===== src/rtl/mips_ctrl_pkg.sv =====
`default_nettype none
// ============================================================================
// mips_ctrl_pkg : opcodes, controller states and datapath control encodings
// Rev 1.0
// ============================================================================
package mips_ctrl_pkg;

  localparam logic [5:0] OP_R    = 6'h00;
  localparam logic [5:0] OP_J    = 6'h02;
  localparam logic [5:0] OP_BEQ  = 6'h04;
  localparam logic [5:0] OP_BNE  = 6'h05;
  localparam logic [5:0] OP_ADDI = 6'h08;
  localparam logic [5:0] OP_ANDI = 6'h0C;
  localparam logic [5:0] OP_ORI  = 6'h0D;
  localparam logic [5:0] OP_LUI  = 6'h0F;
  localparam logic [5:0] OP_LW   = 6'h23;
  localparam logic [5:0] OP_SW   = 6'h2B;

  localparam logic [2:0] ALUOP_ADD   = 3'b000;
  localparam logic [2:0] ALUOP_SUB   = 3'b001;
  localparam logic [2:0] ALUOP_FUNCT = 3'b010;
  localparam logic [2:0] ALUOP_AND   = 3'b011;
  localparam logic [2:0] ALUOP_OR    = 3'b100;
  localparam logic [2:0] ALUOP_PASSB = 3'b101;

  localparam logic [1:0] EXT_SIGN   = 2'b00;
  localparam logic [1:0] EXT_ZERO   = 2'b01;
  localparam logic [1:0] EXT_UPPER  = 2'b10;
  localparam logic [1:0] EXT_SHIFT2 = 2'b11;

  localparam logic [1:0] SRCB_REGB = 2'b00;
  localparam logic [1:0] SRCB_FOUR = 2'b01;
  localparam logic [1:0] SRCB_IMM  = 2'b10;

  localparam logic [1:0] PCSRC_ALU    = 2'b00;
  localparam logic [1:0] PCSRC_ALUOUT = 2'b01;
  localparam logic [1:0] PCSRC_JUMP   = 2'b10;

  typedef enum logic [3:0] {
    RESET_S  = 4'd0,
    FETCH    = 4'd1,
    DECODE   = 4'd2,
    EXEC_R   = 4'd3,
    WB_R     = 4'd4,
    EXEC_I   = 4'd5,
    WB_I     = 4'd6,
    MEM_ADDR = 4'd7,
    MEM_RD   = 4'd8,
    MEM_WB   = 4'd9,
    MEM_WR   = 4'd10,
    BRANCH   = 4'd11,
    JUMP     = 4'd12,
    ILLEGAL  = 4'd13
  } state_t;

  typedef struct packed {
    logic       iord;
    logic       mem_read;
    logic       mem_write;
    logic       ir_write;
    logic       pc_write;
    logic       pc_write_cond;
    logic       branch_ne;
    logic [1:0] pc_source;
    logic       alu_src_a;
    logic [1:0] alu_src_b;
    logic [2:0] alu_op;
    logic [1:0] extend_mode;
    logic       reg_dst;
    logic       mem_to_reg;
    logic       reg_write;
    logic       instr_done;
    logic       illegal_instr;
  } ctrl_t;

  // First execution state for an instruction once its opcode is decoded.
  function automatic state_t decode_target(input logic [5:0] op);
    case (op)
      OP_R:                            decode_target = EXEC_R;
      OP_LW, OP_SW:                    decode_target = MEM_ADDR;
      OP_BEQ, OP_BNE:                  decode_target = BRANCH;
      OP_J:                            decode_target = JUMP;
      OP_ADDI, OP_ANDI, OP_ORI, OP_LUI: decode_target = EXEC_I;
      default:                         decode_target = ILLEGAL;
    endcase
  endfunction

endpackage
`default_nettype wire


===== src/rtl/ctrl_output_decode.sv =====
`default_nettype none
// ============================================================================
// ctrl_output_decode : maps controller state, opcode and MemReady to controls
// Rev 1.0
// ============================================================================
module ctrl_output_decode
  import mips_ctrl_pkg::*;
(
  input  state_t      i_state,
  input  logic [5:0]  i_opcode,
  input  logic        i_mem_ready,
  output ctrl_t       o_ctrl
);

  always_comb begin
    o_ctrl = '0;
    case (i_state)
      FETCH: begin
        o_ctrl.mem_read  = 1'b1;
        o_ctrl.alu_src_b = SRCB_FOUR;
        o_ctrl.alu_op    = ALUOP_ADD;
        o_ctrl.ir_write  = i_mem_ready;
        o_ctrl.pc_write  = i_mem_ready;
      end
      DECODE: begin
        o_ctrl.alu_src_b   = SRCB_IMM;
        o_ctrl.extend_mode = EXT_SHIFT2;
        o_ctrl.alu_op      = ALUOP_ADD;
      end
      EXEC_R: begin
        o_ctrl.alu_src_a = 1'b1;
        o_ctrl.alu_src_b = SRCB_REGB;
        o_ctrl.alu_op    = ALUOP_FUNCT;
      end
      WB_R: begin
        o_ctrl.reg_dst    = 1'b1;
        o_ctrl.reg_write  = 1'b1;
        o_ctrl.instr_done = 1'b1;
      end
      EXEC_I: begin
        o_ctrl.alu_src_a = 1'b1;
        o_ctrl.alu_src_b = SRCB_IMM;
        case (i_opcode)
          OP_ANDI: begin o_ctrl.extend_mode = EXT_ZERO;  o_ctrl.alu_op = ALUOP_AND;   end
          OP_ORI:  begin o_ctrl.extend_mode = EXT_ZERO;  o_ctrl.alu_op = ALUOP_OR;    end
          OP_LUI:  begin o_ctrl.extend_mode = EXT_UPPER; o_ctrl.alu_op = ALUOP_PASSB; end
          default: begin o_ctrl.extend_mode = EXT_SIGN;  o_ctrl.alu_op = ALUOP_ADD;   end
        endcase
      end
      WB_I: begin
        o_ctrl.reg_write  = 1'b1;
        o_ctrl.instr_done = 1'b1;
      end
      MEM_ADDR: begin
        o_ctrl.alu_src_a   = 1'b1;
        o_ctrl.alu_src_b   = SRCB_IMM;
        o_ctrl.extend_mode = EXT_SIGN;
        o_ctrl.alu_op      = ALUOP_ADD;
      end
      MEM_RD: begin
        o_ctrl.iord     = 1'b1;
        o_ctrl.mem_read = 1'b1;
      end
      MEM_WB: begin
        o_ctrl.mem_to_reg = 1'b1;
        o_ctrl.reg_write  = 1'b1;
        o_ctrl.instr_done = 1'b1;
      end
      MEM_WR: begin
        o_ctrl.iord       = 1'b1;
        o_ctrl.mem_write  = 1'b1;
        o_ctrl.instr_done = i_mem_ready;
      end
      BRANCH: begin
        o_ctrl.alu_src_a     = 1'b1;
        o_ctrl.alu_src_b     = SRCB_REGB;
        o_ctrl.alu_op        = ALUOP_SUB;
        o_ctrl.pc_source     = PCSRC_ALUOUT;
        o_ctrl.pc_write_cond = 1'b1;
        o_ctrl.branch_ne     = (i_opcode == OP_BNE);
        o_ctrl.instr_done    = 1'b1;
      end
      JUMP: begin
        o_ctrl.pc_source  = PCSRC_JUMP;
        o_ctrl.pc_write   = 1'b1;
        o_ctrl.instr_done = 1'b1;
      end
      ILLEGAL: o_ctrl.illegal_instr = 1'b1;
      default: o_ctrl = '0;
    endcase
  end

endmodule
`default_nettype wire


===== src/rtl/multicycle_control_unit.sv =====
`default_nettype none
// ============================================================================
// multicycle_control_unit : Moore main controller sequencing the multicycle core
// Rev 1.0
// ============================================================================
module multicycle_control_unit
  import mips_ctrl_pkg::*;
(
  input  logic       clk,
  input  logic       reset,
  input  logic [5:0] Opcode,
  input  logic       MemReady,
  output logic       IorD,
  output logic       MemRead,
  output logic       MemWrite,
  output logic       IRWrite,
  output logic       PCWrite,
  output logic       PCWriteCond,
  output logic       BranchNE,
  output logic [1:0] PCSource,
  output logic       ALUSrcA,
  output logic [1:0] ALUSrcB,
  output logic [2:0] ALUOp,
  output logic [1:0] ExtendMode,
  output logic       RegDst,
  output logic       MemtoReg,
  output logic       RegWrite,
  output logic       InstrDone,
  output logic       IllegalInstr
);

  state_t r_state;
  state_t w_next;
  ctrl_t  w_ctrl;

  always_ff @(posedge clk) begin
    if (reset) r_state <= RESET_S;
    else       r_state <= w_next;
  end

  // Memory states hold until MemReady; ILLEGAL is left only through reset.
  always_comb begin
    w_next = r_state;
    case (r_state)
      RESET_S:  w_next = FETCH;
      FETCH:    w_next = MemReady ? DECODE : FETCH;
      DECODE:   w_next = decode_target(Opcode);
      EXEC_R:   w_next = WB_R;
      WB_R:     w_next = FETCH;
      EXEC_I:   w_next = WB_I;
      WB_I:     w_next = FETCH;
      MEM_ADDR: w_next = (Opcode == OP_LW) ? MEM_RD : MEM_WR;
      MEM_RD:   w_next = MemReady ? MEM_WB : MEM_RD;
      MEM_WB:   w_next = FETCH;
      MEM_WR:   w_next = MemReady ? FETCH : MEM_WR;
      BRANCH:   w_next = FETCH;
      JUMP:     w_next = FETCH;
      ILLEGAL:  w_next = ILLEGAL;
      default:  w_next = RESET_S;
    endcase
  end

  ctrl_output_decode u_output_decode (
    .i_state     (r_state),
    .i_opcode    (Opcode),
    .i_mem_ready (MemReady),
    .o_ctrl      (w_ctrl)
  );

  assign IorD         = w_ctrl.iord;
  assign MemRead      = w_ctrl.mem_read;
  assign MemWrite     = w_ctrl.mem_write;
  assign IRWrite      = w_ctrl.ir_write;
  assign PCWrite      = w_ctrl.pc_write;
  assign PCWriteCond  = w_ctrl.pc_write_cond;
  assign BranchNE     = w_ctrl.branch_ne;
  assign PCSource     = w_ctrl.pc_source;
  assign ALUSrcA      = w_ctrl.alu_src_a;
  assign ALUSrcB      = w_ctrl.alu_src_b;
  assign ALUOp        = w_ctrl.alu_op;
  assign ExtendMode   = w_ctrl.extend_mode;
  assign RegDst       = w_ctrl.reg_dst;
  assign MemtoReg     = w_ctrl.mem_to_reg;
  assign RegWrite     = w_ctrl.reg_write;
  assign InstrDone    = w_ctrl.instr_done;
  assign IllegalInstr = w_ctrl.illegal_instr;

endmodule
`default_nettype wire


===== config.mk =====
export PLATFORM = sky130hd
export DESIGN_NAME = multicycle_control_unit
export DESIGN_NICKNAME = d
export VERILOG_FILES = /design/src/rtl/mips_ctrl_pkg.sv /design/src/rtl/ctrl_output_decode.sv /design/src/rtl/multicycle_control_unit.sv
export SDC_FILE = /design/constraint.sdc
export NUM_CORES = 1
export LEC_CHECK = 0
export CORE_MARGIN = 1
export CORE_UTILIZATION = 35
export DETAILED_ROUTE_END_ITERATION = 8
export GPL_TIMING_DRIVEN = 0
export PLACE_DENSITY = 0.86
export SLEW_MARGIN = 20
export SYNTH_ARGS = -nofsm -noshare
export SYNTH_HDL_FRONTEND = slang
export SYNTH_SLANG_ARGS = --single-unit

===== constraint.sdc =====
create_clock -name clk -period 1.5 [get_ports clk]
set_clock_uncertainty 0.05 [all_clocks]
set_input_delay 0.3 -clock clk [delete_from_list [all_inputs] [get_ports clk]]
set_output_delay 0.3 -clock clk [all_outputs]
set_load 0.03 [all_outputs]

# --- Word-level counts from Yosys, hierarchy flattened ---
# Index checks and enable logic that the tools add are counted.
totals:
  reg_bits: 4
  inputBits: 9
  output_inout_bits: 22
op_classes:
  n_eq_ne: 22
  muxes: 22
  reduce_logical: 12
op_table:
  columns: ["cell", "n"]
  rows:
  - ["$pmux 4 s9", 1]
  - ["$pmux 5 s5", 1]
  - ["$eq 4x4->1 const B", 6]
  - ["$eq 6x4->1 const B", 4]
  - ["$pmux 4 s5", 1]
  - ["$eq 4x3->1 const B", 4]
  - ["$pmux 5 s3", 1]
  - ["$eq 6x3->1 const B", 2]
  - ["$eq 6x6->1 const B", 2]
  - ["$mux 1", 10]
  - ["$reduce_or 2->1", 5]
  - ["$eq 4x2->1 const B", 2]
  - ["$pmux 2 s2", 2]
  - ["$reduce_or 4->1", 2]
  - ["$eq 6x2->1 const B", 1]
  - ["$logic_not 6->1", 1]
  - ["$mux 2", 3]
  - ["$reduce_or 6->1", 1]
  - ["$reduce_or 5->1", 1]
  - ["$eq 4x1->1 const B", 1]
  - ["$logic_not 4->1", 1]
  - ["$mux 4", 1]
  - ["$pmux 1 s2", 2]
  - ["$reduce_or 3->1", 1]

# --- Longest topological paths before layout ---
# Gate-level depths: netlist of run 1.
logic_depth:
  word_depth: 4
  ltp_mapped: 5

# --- Hierarchy ---
# A second synthesis of run 1 with hierarchy kept.
hier_totals:
  hier_cells: 91
  area_unflattened_um2: 676.9
by_module_without_submodules:
  columns: ["module", "instances", "cells_per_inst", "area_per_inst_um2", "seq_area_each_um2"]
  rows:
  - ["multicycle_control_unit", 1, 44, 356.6, 80.1]
  - ["ctrl_output_decode", 1, 47, 320.3, 0.0]

# --- Worst setup path after synthesis of run 1 ---
# No wires, ideal clock.
synth_timing:
  path_type: "reg2out"
  start: "reg r_state[3]"
  end: "out BranchNE"
  t_arrival_ps: 2226
  setup_slack_ps: -1076
  path_stages_with_launch: 6
  n_path_buf: 1
  cell_sequence: "dfxtp_1 -> clkbuf_1 -> nand2b_1 -> nor2_1 -> nand2_1 -> nor4_1"
synth_between:
  elab_chain_len: 2
synth_rtl:
  columns: ["element", "line", "text"]
  rows:
  - ["start: declaration", "multicycle_control_unit.sv:32", "state_t r_state;"]
  - ["start signal: assignment", "multicycle_control_unit.sv:38", "else r_state <= w_next;"]
  - ["$eq 4x4->1", "ctrl_output_decode.sv:17", "case (i_state)"]
  - ["$mux 2", "ctrl_output_decode.sv:17", null]
  - ["end: declaration", "multicycle_control_unit.sv:19", "output logic BranchNE,"]
# No other way between the ends.

# --- Final worst setup path of run 1 ---
layout_timing:
  start: "reg r_state[2]"
  end: "out BranchNE"
# Same word-level chain as after synthesis.

==> results by group, run 1 <==
Status
  • Status: finished, violations left
  • Failing checks: design-rule violations, negative setup slack

Cells and area
  • Biggest register: r_state
  • Largest register FFs: 4
  • ANT cells: 0
  • # nets final: 162
  • Biggest registers after layout: r_state: 4 flops
  • Area of the multi-input gates: 678 sq um
  • Sequential Area: 90.1 sq um
  • Share of layout cells above drive strength 1: 67.5%
  • Post-route cell area: 1460 sq um
  • Area delta synth->final: 144%
  • Fill cell count: 41

GRT
  • Global-route wire length before repair: 4230 um
  • Pin count of the biggest net entering global routing: 11
  • Initial antenna violation count: 0
  • Grt total ovfl: 0
  • Vias in the first global route: 898
  • GR Util All Layers: 30.3%

Logic synthesis
  • Syn Inst Count: 96
  • Netlist cell types: 35
  • Synth top area cells: dfxtp_1, nor2_1, nor3_1
  • Synthesized Nets: 105
  • Register area share after synthesis: 13.4%
  • Synthesis warning total: 0
  • Post-synthesis register bit count: 4
  • Syn Area/Cell: 6.23 sq um
  • Cell taking the most area after synthesis: dfxtp_1
  • Top cell type's share of synthesized area: 13.4%
  • Post-Syn Area: 598 sq um

Placed design
  • Number of buffers added on ports: 29
  • Placed Area: 1060 sq um
  • Final estimated routing congestion in global placement: 0.873
  • Final HPWL DP: 1540 um

Critical path
  • Crit-path max cell delay: 360 ps
  • WP depth: 6
  • Worst path bufs/invs: 2
  • Top Family by Delay on Critical Path: simple AND/OR/NAND/NOR gates
  • Worst setup SP type: flop
  • Required @ worst endpoint: 1150 ps
  • Critical-path cell list: buf_8, nand2b_4, nor2_4, nand2_2, nor4_4, buf_6
  • WP data arrival: 1520 ps
  • Slowest CP cell: dfxtp_4
  • CP endpoint kind: primary output
  • Crit Path Max Fanout: 5
  • Critical path type: flop to primary output
  • R2R cell count: 5

Pwr
  • Peak supply drop: 350 uV
  • Power density cells: 627 nW/um^2
  • Overall power: 0.000916 W
  • Sw Ratio: 44.2%
  • Power Internal: 0.000512 W
  • P_sw: 0.000405 W
  • Leak Pwr: 0.606 nW
  • Combinational fraction of design power: 69.3%
  • Clock power frac: 15.8%
  • Seq pwr share: 14.8%

Job
  • Max-Cap Viols: 0

Clock network
  • CTS Root Cell: clkbuf_4
  • Num CTS Buffers: 3
  • Clk sink count: 4
  • Worst skew pair latency: 250 ps
  • Clock transition at path regs: 40 ps
  • Clock buffer depth: 2
  • Clock H-tree levels: 1
  • CTS tree: done

Detailed routing
  • Routed vias/inst: 6.44
  • WL per Instance: 20.6 um
  • Residual DRC: 4
  • 1st-pass router iterations: 9
  • DRT antenna net count: 0
  • Final WL: 3440 um
  • Via Count: 1076
  • Initial DRC count: 111

Worst hold path
  • Hold WC Path Type: primary input to flop
  • Hold Path Cell Cnt: 3

STA
  • RSZ-0062 raised after global routing: yes
  • Hold slack: 421 ps
  • Shortest period the worst path allows: 1870 ps
  • Slew Limit Fails: 0
  • Fin crit share: 125%
  • Setup Viol. Count Final: 25
  • Relative slew slack: 67.5%
  • Worst-margin pin slew: 481 ps
  • Post-route setup slack: -369 ps
  • Hold Vio Cnt, Final: 0
  • Fmax: 535 MHz

Die
  • Initial Util: 38.4%
  • Die area: 1880 sq um
  • Die height: 43.3 um
  • Row count: 14
  • Area of the core: 1560 sq um
  • Chip width: 43.3 um
  • Top Ports: 31
==> what timing repair did <==
action | 4_1_cts | 5_1_grt
gates resized for setup | 177 | 40
buffers inserted | 11 | 8
pin swaps | 8 | 15
endpoints found under the setup margin | 26 | 22
hold buffers | 0 | 0
gates cloned | 3 | 1
==> power by group through the flow <==
stage,Clock (W),Sequential (W),Combinational [W]
3_3_place_gp,0,0.000126,0.000403
6_report,0.000145,0.000136,0.000635
5_1_grt,0.000154,0.000135,0.000662
2_1_floorplan,0,0.000124,0.000280
3_5_place_dp,0,0.000126,0.000412
4_1_cts,0.000137,0.000129,0.000499
==> layout by cell type, fill, tap and decap left out, types with 3 or more instances in the layout <==
master / instances
buf_6: 23
buf_4: 20
buf_8: 7
clkbuf_4: 6
nor2_4: 5
nand2_1: 5
nor2_1: 4
nor3_4: 4
a31oi_1: 4
o21ai_2: 3
nand2b_4: 3
a21oi_1: 3
nor2_2: 3
o311ai_0: 3
dlygate4sd2_1: 3
==> worst register-to-register path: cells and delay by family, from the launching register on <==
family / cells / cell delay, ps
buf+inv: 1 / 140
flops: 1 / 360
simple gates: 2 / 480
compound gates: 2 / 420
==> metrics by stage <==
| step | utilization, % | cells | setup slack, ps | setup TNS [ps] |
|---|---|---|---|---|
| 6_report | 93.7 | 167 | -369 | -5230 |
| 3_3_place_gp | 67.7 | 141 | -1250 | -15430 |
| 4_1_cts | 81.5 | 158 | -297 | -3170 |
| 3_5_place_dp | 67.7 | 141 | -1250 | -15780 |
| 5_1_grt | 93.7 | 167 | -405 | -6280 |
| 2_1_floorplan | - | 96 | -233 | -981 |
==> synthesized netlist by cell type, drive strengths merged <==
| master | instances |
|---|---|
| nor2 | 12 |
| nand2 | 8 |
| nor3 | 7 |
| o21ai | 6 |
| a21oi | 5 |
| buf | 5 |
| clkbuf | 5 |
| nand2b | 5 |
| a31oi | 4 |
| dfxtp | 4 |
| nor2b | 4 |
| inv | 3 |
| o22ai | 3 |
| o311ai | 3 |
| a31o | 2 |
| nand3b | 2 |
| or2 | 2 |
| or3 | 2 |
| or4 | 2 |
| a211o | 1 |
| and3 | 1 |
| and3b | 1 |
| mux2 | 1 |
| nand3 | 1 |
| nand4 | 1 |
| nand4b | 1 |
| nor3b | 1 |
| nor4 | 1 |
| o31ai | 1 |
| xnor2 | 1 |
| xor2 | 1 |
==> final timing paths <==
| check | from | endpoint | slack (ps) |
|---|---|---|---|
| worst max-delay path | r_state[2] | BranchNE | -370 |
| worst min-delay path | Opcode[4] | r_state[1] | 420 |
| worst max register to register | r_state[0] | r_state[3] | -30 |
| worst min register to register | r_state[0] | r_state[1] | 700 |
==> area by class of cell <==
type	count	area share (%)
plain buffers	10	9.25
clock buffers	3	1.54
inverters	3	0.771
multi-input cells	79	46.4
flip-flops and latches	4	6.16
well taps	16	1.37
repair buffers	52	34.5
==> kinds of logic (layout without fill, tap and decap cells) <==
kind of cell / Yosys count / after routing / share of synthesized area (%)
mux: 1 / 1 / 1.88
flops: 4 / 4 / 13.4
compound gates: 25 / 25 / 26.6
xor+xnor: 2 / 2 / 2.93
simple gates: 51 / 51 / 45.2
buf+inv: 13 / 68 / 10.0
==> layer usage <==
metal	routed length, um	global-route usage (%)	vias up
li1	-	-	463
met4	139	10.6	0
met5	0	0	-
met3	350	6.25	26
met2	1690	53.0	97
met1	1260	36.5	490
Note: power is estimated with default switching activity, not from simulation.
==> run 2, diff against run 1 <==
- GPL_TIMING_DRIVEN: 0 -> 1
==> run 2 against run 1 <==
  * The run now fails in clock tree synthesis
  * Synthesized cell count did not move
  * Area after synthesis stayed put
==> results by group, run 2 <==
Die
  • Die height: 43.3 um (unchanged)
  • Initial Util: 38.4% (unchanged)
  • Chip width: 43.3 um (unchanged)
  • Top Ports: 31 (unchanged)
  • Row count: 14 (unchanged)

Clock network
  • CTS resizes: 78 (-56%)
  • Clk sink count: 4 (unchanged)
  • CTS Root Cell: clkbuf_4
  • Setup Buffers After CTS: 12 (+1)
  • Num CTS Buffers: 3 (unchanged)
  • Clock H-tree levels: 1 (unchanged)
  • Clock buffer depth: 2 (unchanged)
  • Post-CTS Hold Buffers: 0 (unchanged)

Status
  • Fail Step: clock tree synthesis
  • Status: stopped before the end
  • Log Error: [ERROR DPL-0038] Utilization greater than 100%, impossible to legalize

Logic synthesis
  • Post-Syn Area: 598 sq um (unchanged)
  • Synthesized Nets: 105 (unchanged)
  • Cell taking the most area after synthesis: dfxtp_1
  • Synthesis warning total: 0 (unchanged)
  • Syn Inst Count: 96 (unchanged)
  • Ys flop type: dfxtp_1
  • Syn Area/Cell: 6.23 sq um (unchanged)
  • Top cell type's share of synthesized area: 13.4% (unchanged)
  • Most numerous cell in the Yosys netlist: nor2_1
  • Ys async rst share: 0% (unchanged)
  • List of most frequent post-synthesis cells: nor2_1, nand2_1, nor3_1
  • Synth top area cells: dfxtp_1, nor2_1, nor3_1
  • Number of synthesized flops with an enable pin: 0 (unchanged)
  • Post-synthesis register bit count: 4 (unchanged)
  • Netlist cell types: 35 (unchanged)
  • Register area share after synthesis: 13.4% (unchanged)

Placed design
  • Final estimated routing congestion in global placement: 0.823 (-5.7%)
  • Post-Place Cells: 170 (+21%)
  • Final HPWL DP: 2060 um (+33%)
  • Number of buffers added on ports: 30 (+3.4%)
## run 2: cell counts after synthesis
Identical to the previous run, type by type.
## run 2: cell families after synthesis
kind of cell	share of synthesized area, %
AOI/OAI and AO/OA	26.6
and+or+nand+nor	45.2
DFF	13.4
xor gates and xnor gates	2.93
muxes	1.88
buffers and inverters	10.0
## run 2: through the flow
stage	cell area, sq um	setup WS (ps)	hold WS (ps)
2_1_floorplan	746	-233	438
3_3_place_gp	1220	-555	643
3_5_place_dp	1220	-657	640
==> run 3, diff against run 2 <==
- CORE_AREA: not set -> 2 2 63 65
- CORE_MARGIN: 1 -> not set
- CORE_UTILIZATION: 35 -> not set
- DIE_AREA: not set -> 0 0 65 67
- PLACE_DENSITY: 0.86 -> not set
- PLACE_DENSITY_LB_ADDON: not set -> 0.15
- clock period: 1.5 -> 2 ns (I/O delays scaled with it)
==> run 3 against run 2 <==
  * The run now ends clean
==> results by group, run 3 (synthesis results as in run 1) <==
Worst hold path
  • Hold Path Cell Cnt: 2
  • Hold WC Path Type: flop to flop

Detailed routing
  • Final WL: 2190 um
  • Initial DRC count: 52
  • Residual DRC: 0
  • Routed vias/inst: 4.48
  • DRT antenna net count: 0
  • 1st-pass router iterations: 4
  • Via Count: 843
  • WL per Instance: 11.6 um

Placed design
  • Dpl ws: -474 ps (+184 ps)
  • Number of buffers added on ports: 30 (unchanged)
  • Final HPWL DP: 1740 um (-16%)
  • Placed Area: 1030 sq um (-16%)
  • Post-Place Cells: 183 (+7.6%)
  • Final estimated routing congestion in global placement: 0.788 (-4.2%)

STA
  • Fmax: 524 MHz
  • Shortest period the worst path allows: 1910 ps
  • Hold Vio Cnt, Final: 0
  • Slew Limit Fails: 0
  • RSZ-0062 raised after global routing: no
  • Setup Viol. Count Final: 0
  • Post-route setup slack: 93.4 ps
  • Relative slew slack: 72.4%
  • Worst-margin pin slew: 409 ps
  • Fin crit share: 95.3%

Cells and area
  • ANT cells: 0
  • Commonest non-fill, non-tap cell in the layout: buf_4
  • Post-route cell area: 1120 sq um
  • Biggest register: r_state
  • # nets final: 151
  • Fill cell count: 422
  • Post-Layout Cell Count: 188
  • Share of layout cells above drive strength 1: 46.4%
  • Area delta synth->final: 86.6%
  • Most frequent cells in the layout: buf_4, nor2_1, nand2_1
  • Biggest registers after layout: r_state: 4 flops
  • Largest register FFs: 4

Die
  • Row count: 22 (+8)
  • Top Ports: 31 (unchanged)
  • Die height: 67 um (+55%)
  • Die area: 4360 sq um
  • Chip width: 65 um (+50%)
  • Area of the core: 3610 sq um
  • Initial Util: 16.6% (-22 points)

Pwr
  • Combinational fraction of design power: 51.7%
  • Overall power: 0.000561 W
  • Clock power frac: 30.1%
  • Leak Pwr: 0.487 nW
  • Seq pwr share: 18.1%
  • P_sw: 0.000218 W
  • Peak supply drop: 201 uV
  • Power Internal: 0.000344 W
  • Sw Ratio: 38.8%
  • Power density cells: 503 nW/um^2

Clock network
  • Clock buffer depth: 2 (unchanged)
  • CTS tree: done
  • Num CTS Buffers: 3 (unchanged)
  • Clock transition at path regs: 30 ps
  • Clock H-tree levels: 1 (unchanged)
  • Clk sink count: 4 (unchanged)
  • Worst skew pair latency: 220 ps
  • CTS Root Cell: clkbuf_8

Critical path
  • Reg2reg end: r_state[3]
  • CP endpoint: PCWrite
  • Required @ worst endpoint: 1550 ps
  • Crit Path Max Fanout: 4
  • Critical path type: primary input to primary output
  • Worst setup SP type: primary input
  • Critical R2R Launch: r_state[1]
  • WP data arrival: 1460 ps
  • R2R Setup Slk: 580 ps
  • Crit path from: MemReady
  • R2R cell count: 5
  • CP endpoint kind: primary output

GRT
  • GR Util All Layers: 10.5%
  • Grt total ovfl: 0
  • Global-route wire length before repair: 3550 um
  • Vias in the first global route: 791
  • Pin count of the biggest net entering global routing: 15
  • Initial antenna violation count: 0

Job
  • Max-Cap Viols: 0

Status
  • Status: finished, final reports clean
## run 3: worst min path at each step
stage,start,end,slack (ps)
2_1_floorplan,r_state[2],r_state[2],540
5_1_grt,r_state[2],r_state[3],570
4_1_cts,Opcode[4],r_state[1],580
3_3_place_gp,r_state[2],r_state[3],600
3_5_place_dp,r_state[2],r_state[3],600
6_report,r_state[2],r_state[3],530
## run 3: layer usage
metal	vias up	GRT usage [%]	wire [um]
met1	377	14.0	1110
met3	0	3.04	115
li1	439	-	-
met5	-	0	0
met2	27	16.4	958
met4	0	2.66	0
## run 3: stage by stage
| step | hold WS [ps] | util, % | setup TNS, ps |
|---|---|---|---|
| after floorplan | 537 | - | -74.4 |
| after global placement | 600 | 28.6 | -1600 |
| after detailed placement | 599 | 28.6 | -2130 |
| after CTS | 580 | 30.5 | 0 |
| after global routing | 567 | 31.0 | 0 |
| final | 530 | 31.0 | 0 |
## run 3: area by class of cell
class / count / area [sq um] / share of cell area (%)
inverters: 3 / 11.3 / 1.01
repair buffers: 51 / 399 / 35.8
flip-flops and latches: 4 / 83.8 / 7.51
clock buffers: 3 / 41.3 / 3.70
well taps: 48 / 60.1 / 5.38
multi-input cells: 79 / 520 / 46.6
## run 3: timing repair
action / CTS / global route
endpoints found under the setup margin: 6 / 6
pin swaps: 3 / 2
setup buffers: 2 / 0
hold buffers: 0 / 0
resized for setup: 21 / 6
## run 3: critical path, cell delays in order
cell and delay [ps]:
clkdlybuf4s50_1 470, and3_1 190, or2_1 220, buf_4 160
## run 3: power by group through the flow
stage	Combinational, W	Sequential (W)	Clock, W
floorplan	0.000175	0.0000920	0
global placement	0.000289	0.000101	0
detailed placement	0.000287	0.000101	0
CTS	0.000290	0.0000996	0.000177
global route	0.000315	0.000103	0.000183
finish	0.000290	0.000102	0.000169
